<file path="src/rtl/program_sequencer.sv">
// program_sequencer: fetch/wait/execute sequencer with a 4-entry register file driving an external ALU.
module program_sequencer #(
  parameter int DataWidth = 8,
  parameter int NumOpCodeBits = 5,
  parameter int NumStatusBits = 6
) (
  input  logic                                   clock,
  input  logic                                   reset,
  input  logic                                   run,
  output logic                                   imem_req,
  output logic [DataWidth-1:0]                   imem_addr,
  input  logic                                   imem_valid,
  input  logic [NumOpCodeBits+DataWidth+4:0]     imem_data,
  output logic [NumOpCodeBits-1:0]               alu_opcode,
  output logic [DataWidth-1:0]                   alu_operand1,
  output logic [DataWidth-1:0]                   alu_operand2,
  output logic [DataWidth-1:0]                   alu_param,
  input  logic [DataWidth-1:0]                   alu_result,
  input  logic [NumStatusBits-1:0]               alu_status,
  output logic [DataWidth-1:0]                   pc,
  output logic [NumStatusBits-1:0]               status_q,
  output logic                                   illegal,
  output logic                                   busy
);
  typedef enum logic [1:0] {IDLE, FETCH, WAIT, EXEC} state_t;
  state_t state, state_nx;
  logic [NumOpCodeBits+DataWidth+4:0] instr_q;
  logic [DataWidth-1:0] regs [4];
  logic [NumOpCodeBits-1:0] op;
  logic [1:0] ra, rb;
  logic [DataWidth-1:0] param;
  logic is_alu, is_val, is_branch, reserved, taken, exec, unused;
  assign op = instr_q[NumOpCodeBits+DataWidth+4 -: NumOpCodeBits];
  assign ra = instr_q[DataWidth+4 -: 2];
  assign rb = instr_q[DataWidth+2 -: 2];
  assign param = instr_q[DataWidth-1:0];
  assign unused = instr_q[DataWidth];
  assign exec = state == EXEC;
  always_comb begin
    is_alu = op >= NumOpCodeBits'(1) && op <= NumOpCodeBits'(8);
    is_val = op == NumOpCodeBits'(9);
    is_branch = op >= NumOpCodeBits'(16) && op <= NumOpCodeBits'(21);
    reserved = !(op <= NumOpCodeBits'(9) || is_branch);
    // branches test the status latched by an earlier instruction, never the live ALU status
    taken = op == NumOpCodeBits'(16) ? 1'b1 :
            op == NumOpCodeBits'(17) ? status_q[2] :
            op == NumOpCodeBits'(18) ? !status_q[2] :
            op == NumOpCodeBits'(19) ? status_q[3] :
            op == NumOpCodeBits'(20) ? status_q[5] :
            op == NumOpCodeBits'(21) ? status_q[4] : 1'b0;
  end
  always_ff @(posedge clock)
    if (reset) state <= IDLE;
    else state <= state_nx;
  always_comb
    state_nx = state == IDLE  ? (run ? FETCH : IDLE) :
               state == FETCH ? WAIT :
               state == WAIT  ? (imem_valid ? EXEC : WAIT) :
               (run ? FETCH : IDLE);
  always_comb begin
    imem_req = state == FETCH;
    imem_addr = pc;
    busy = state != IDLE;
    alu_opcode = exec ? op : '0;
    alu_operand1 = exec ? regs[ra] : '0;
    alu_operand2 = exec ? regs[rb] : '0;
    alu_param = exec ? param : '0;
  end
  always_ff @(posedge clock)
    if (reset) begin
      pc <= '0;
      status_q <= '0;
      instr_q <= '0;
      illegal <= 1'b0;
      for (int i = 0; i < 4; i++) regs[i] <= '0;
    end else begin
      illegal <= exec && reserved;
      if (state == WAIT && imem_valid) instr_q <= imem_data;
      if (exec) begin
        pc <= is_branch && taken ? param : pc + DataWidth'(1);
        if (is_alu) begin
          regs[ra] <= alu_result;
          status_q <= alu_status;
        end
        if (is_val) regs[ra] <= param;
      end
    end
endmodule

</file>
<file path="config.mk">
export PLATFORM = sky130hd
export DESIGN_NAME = program_sequencer
export DESIGN_NICKNAME = d
export VERILOG_FILES = /design/src/rtl/program_sequencer.sv
export SDC_FILE = /design/constraint.sdc
export NUM_CORES = 1
export LEC_CHECK = 0
export BUFFER_PORTS_ARGS = -buffer_cell sky130_fd_sc_hd__buf_2
export CAP_MARGIN = 20
export CORE_ASPECT_RATIO = 0.75
export CORE_UTILIZATION = 50
export CTS_BUF_LIST = sky130_fd_sc_hd__clkbuf_4 sky130_fd_sc_hd__clkbuf_8
export DETAILED_ROUTE_END_ITERATION = 12
export GPL_ROUTABILITY_DRIVEN = 0
export PLACE_DENSITY = 0.89
export SKIP_LAST_GASP = 1
export SLEW_MARGIN = 20
export SYNTH_ARGS = -nofsm -noshare
export SYNTH_HDL_FRONTEND = slang
export SYNTH_SLANG_ARGS = --single-unit
</file>
<file path="constraint.sdc">
create_clock -name clock -period 2 [get_ports clock]
set_input_delay 0.2 -clock clock [delete_from_list [all_inputs] [get_ports clock]]
set_output_delay 0.2 -clock clock [all_outputs]
set_load 0.01 [all_outputs]
</file>
==> impl_metrics.json <==
{
  "fin_total_pwr_mw": 3.308,
  "worst_hold_slack_ns": 0.07308,
  "run_status": "finished, final reports clean",
  "proportion_of_layout_cells_with_a_drive_suffix_above_1": 0.3545,
  "port_buffer_cells": 88,
  "ctsHtreeMaxLevel": 3,
  "synthArstFlopShare": 0,
  "grt_remaining_overflow": 0,
  "fp.dieArea_sq_um": 7536,
  "clk_path_buf_depth": 2,
  "floorplan.core_area_sq_um": 6897,
  "initial_core_util": 0.5212,
  "first_pass_grt_wire_length_microns": 14610,
  "synth_cells": 345,
  "final-seq-area_sq_um": 1722,
  "post_synth_main_area_contributors": "sky130_fd_sc_hd__edfxtp_1 27%, sky130_fd_sc_hd__dfxtp_1 21%, sky130_fd_sc_hd__mux4_2 10%",
  "place.detailed.instances": 522,
  "ios": 90,
  "tritoncts": "done",
  "timing.reg2reg.setup_slack_ns": 0.06,
  "multi_input_comb_area_sq_um": 1678,
  "worst_setup_path_startpoint": "state[0]$_SDFF_PP0_",
  "clock_sink_count": 70,
  "clock.fmax_mhz": 514.4,
  "detailed_place_hpwl_microns": 6502,
  "fin_nets": 476,
  "clkTransAtPathRegs_ns": 0.08,
  "cellLeakagePower_nw": 1.950,
  "placement.cell_area_sq_um": 4159,
  "tritoncts.num_buffers": 9,
  "cp.arrival_ns": 2.04,
  "grt_start_max_net_pins": 35,
  "clockRootBuffer": "sky130_fd_sc_hd__clkbuf_8",
  "postRouteAntennaNets": 0,
  "post-route-min-period_ns": 1.944,
  "worst_slew_pin_slew_ns": 0.4835,
  "remaining_drc_errors": 0,
  "crit_path_class": "flop to flop",
  "syn_area_cell_sq_um": 10.42,
  "netlist.area_leader.share": 0.2673,
  "synth.largest_area_cell": "sky130_fd_sc_hd__edfxtp_1",
  "die-height_microns": 75.43,
  "critical_path_peak_fanout": 8,
  "critical_path_cell_count": 6,
  "routedWlPerCell_microns": 17.19,
  "fraction_of_the_yosys_area_taken_by_sequential_cells": 0.4789,
  "rows": 26,
  "cp_top_family": "simple AND/OR/NAND/NOR gates",
  "fin_area_sq_um": 4452,
  "irDropWorstVdd_mv": 0.3710,
  "fillerInstances": 566,
  "kind_of_end_point_of_the_critical_path": "flop",
  "cpPeakStageDelay_ns": 0.42,
  "area_growth_from_synthesis_to_layout_pct": 23.84,
  "reg2reg_depth": 6,
  "ys_types": 46,
  "synth_nets": 386,
  "r2r-start": "state[0]$_SDFF_PP0_",
  "setup_viol_count_final": 0,
  "global_route.usage.total": 0.2609,
  "rsz0062_at_grt": "true",
  "crit_path_top_delay_cell": "sky130_fd_sc_hd__mux2i_1",
  "drv.max_cap_violation_count": 0,
  "die_width_microns": 99.91,
  "drtPass1Iterations": 5,
  "slew_headroom": 0.6685,
  "worst_skew_pair.late_latency_ns": 0.36,
  "critical_path.cell_chain": "ha_2 -> nor3b_4 -> nand4_2 -> buf_4 -> mux2i_1 -> nor2_1",
  "antenna_found_initial": 0,
  "whs_path_depth": 3,
  "final-max-slew-violation-count": 0,
  "worst_ep_required_time_ns": 2.10,
  "yosys_register_bits": 70,
  "cts.repair_timing.setup_buffer_count": 0,
  "hp-class": "input pin to flop",
  "timing_hold_violations_final": 0,
  "via_count_of_the_first_global_routing_pass": 2934,
  "instances_no_fill": 538,
  "finalWirelength_microns": 9249,
  "post-route-period-util": 0.9719,
  "diodes": 0,
  "crit_path_buf_inv_count": 1,
  "ys_warn_count": 0,
  "startpoint_type": "flop",
  "num_vias": 3060,
  "drt-vias-per-instance": 5.688,
  "mappedNetlistArea_sq_um": 3595,
  "post_synth_edffs": 32,
  "ys.flop_type": "sky130_fd_sc_hd__dfxtp_1",
  "cellPowerDensity_nw_per_um2": 743.1,
  "initialDrtViolationCount": 224,
  "crit-reg2reg-capture": "regs[2][6]$_SDFFCE_PN0P_",
  "clock_skew_ns": 0.009568,
  "final_util": 0.6455,
  "crit_end": "regs[2][6]$_SDFFCE_PN0P_"
}
-- cell usage in the layout, fill, tap and decap left out, types with 4 or more instances in the layout --
| master | n |
|---|---|
| sky130_fd_sc_hd__buf_2 | 88 |
| sky130_fd_sc_hd__edfxtp_1 | 32 |
| sky130_fd_sc_hd__nand2_1 | 49 |
| sky130_fd_sc_hd__ha_1 | 4 |
| sky130_fd_sc_hd__inv_1 | 4 |
| sky130_fd_sc_hd__dfxtp_1 | 38 |
| sky130_fd_sc_hd__o21ai_0 | 4 |
| sky130_fd_sc_hd__bufinv_16 | 4 |
| sky130_fd_sc_hd__mux4_2 | 16 |
| sky130_fd_sc_hd__clkbuf_8 | 9 |
| sky130_fd_sc_hd__mux2i_1 | 14 |
| sky130_fd_sc_hd__or3_1 | 4 |
| sky130_fd_sc_hd__a31oi_1 | 6 |
| sky130_fd_sc_hd__and2_1 | 29 |
| sky130_fd_sc_hd__nand4_1 | 6 |
| sky130_fd_sc_hd__buf_4 | 21 |
| sky130_fd_sc_hd__nor2_1 | 40 |
| sky130_fd_sc_hd__a21oi_1 | 19 |
| sky130_fd_sc_hd__a32o_1 | 5 |
-- area by class of cell --
type                    count  area share
clock buffers               9     0.02782
multi-input cells         236      0.3769
flip-flops and latches     70      0.3867
well taps                  98     0.02754
repair buffers            112      0.1439
inverters                   6    0.005059
clock inverters             7     0.03204
-- stage by stage --
step / setup slack [ns] / TNS, ns
5_1_grt: -0.02794 / -0.02794
3_3_place_gp: 0.02823 / 0
2_1_floorplan: 0.01396 / 0
6_report: 0.05616 / 0
4_1_cts: 0.02089 / 0
3_5_place_dp: -0.03999 / -0.3168
-- how the worst min path moves through the flow --
stage / start / to / slack, ns
final: imem_data[4] / instr_q[4]$_SDFFE_PP0P_ / 0.07
after global routing: imem_data[4] / instr_q[4]$_SDFFE_PP0P_ / 0.08
after CTS: imem_data[1] / instr_q[1]$_SDFFE_PP0P_ / 0.07
after detailed placement: alu_status[2] / status_q[2]$_SDFFE_PP0N_ / 0.44
after global placement: alu_status[3] / status_q[3]$_SDFFE_PP0N_ / 0.43
after floorplan: imem_data[14] / instr_q[14]$_SDFFE_PP0P_ / 0.34
-- layer usage --
layer | GRT usage | wire (microns) | vias to the layer above
met5 | 0 | 0 | -
met1 | 0.3299 | 3984 | 1472
met3 | 0.07615 | 732 | 15
li1 | - | - | 1409
met4 | 0.09641 | 131 | 0
met2 | 0.4352 | 4401 | 164
-- worst min-delay path, cell delays in order --
cell                      delay, ns
sky130_fd_sc_hd__buf_2         0.10
sky130_fd_sc_hd__nand2_1       0.05
sky130_fd_sc_hd__a21oi_1       0.05
-- power by group --
group / switching, mW / leakage [nW] / internal [mW] / total (mW)
combinational: 0.108 / 1.18 / 0.0950 / 0.203
clock: 0.585 / 0.134 / 0.961 / 1.55
sequential: 0.0315 / 0.638 / 1.53 / 1.56
-- synthesized netlist by cell type, types with 4 or more instances --
| master | number |
|---|---|
| sky130_fd_sc_hd__a32o_1 | 5 |
| sky130_fd_sc_hd__buf_2 | 4 |
| sky130_fd_sc_hd__nand4_1 | 6 |
| sky130_fd_sc_hd__o21ai_0 | 6 |
| sky130_fd_sc_hd__clkbuf_1 | 15 |
| sky130_fd_sc_hd__ha_1 | 5 |
| sky130_fd_sc_hd__inv_1 | 4 |
| sky130_fd_sc_hd__buf_6 | 5 |
| sky130_fd_sc_hd__edfxtp_1 | 32 |
| sky130_fd_sc_hd__mux4_2 | 16 |
| sky130_fd_sc_hd__nand2_1 | 51 |
| sky130_fd_sc_hd__and2_1 | 29 |
| sky130_fd_sc_hd__nor2_1 | 40 |
| sky130_fd_sc_hd__or3_1 | 4 |
| sky130_fd_sc_hd__a31oi_1 | 6 |
| sky130_fd_sc_hd__buf_4 | 8 |
| sky130_fd_sc_hd__dfxtp_1 | 38 |
| sky130_fd_sc_hd__a21oi_1 | 19 |
| sky130_fd_sc_hd__mux2i_1 | 14 |
-- state kept, by name, indices dropped and copies added (netlist names), named ones only --
name       cells
illegal        1
state          2
regs          32
imem_addr      8
instr_q       17
status_q       6
-- logic make-up (layout without fill, tap and decap cells) --
group	Yosys count	count (layout)	synth area share
flip-flops	70	70	0.4789
AND/OR/NAND/NOR	153	153	0.2161
AO/OA/AOI/OAI	48	48	0.08737
adder cells (fa/ha/maj)	5	5	0.01740
multiplexers	30	30	0.1392
buffers and inverters	39	134	0.06091
-- what timing repair did --
item                       CTS  global route
resized for setup            2             5
hold buffers                 0             0
pin swaps                    0             0
setup endpoints to repair    9            27
Note: power is estimated with default switching activity, not from simulation.
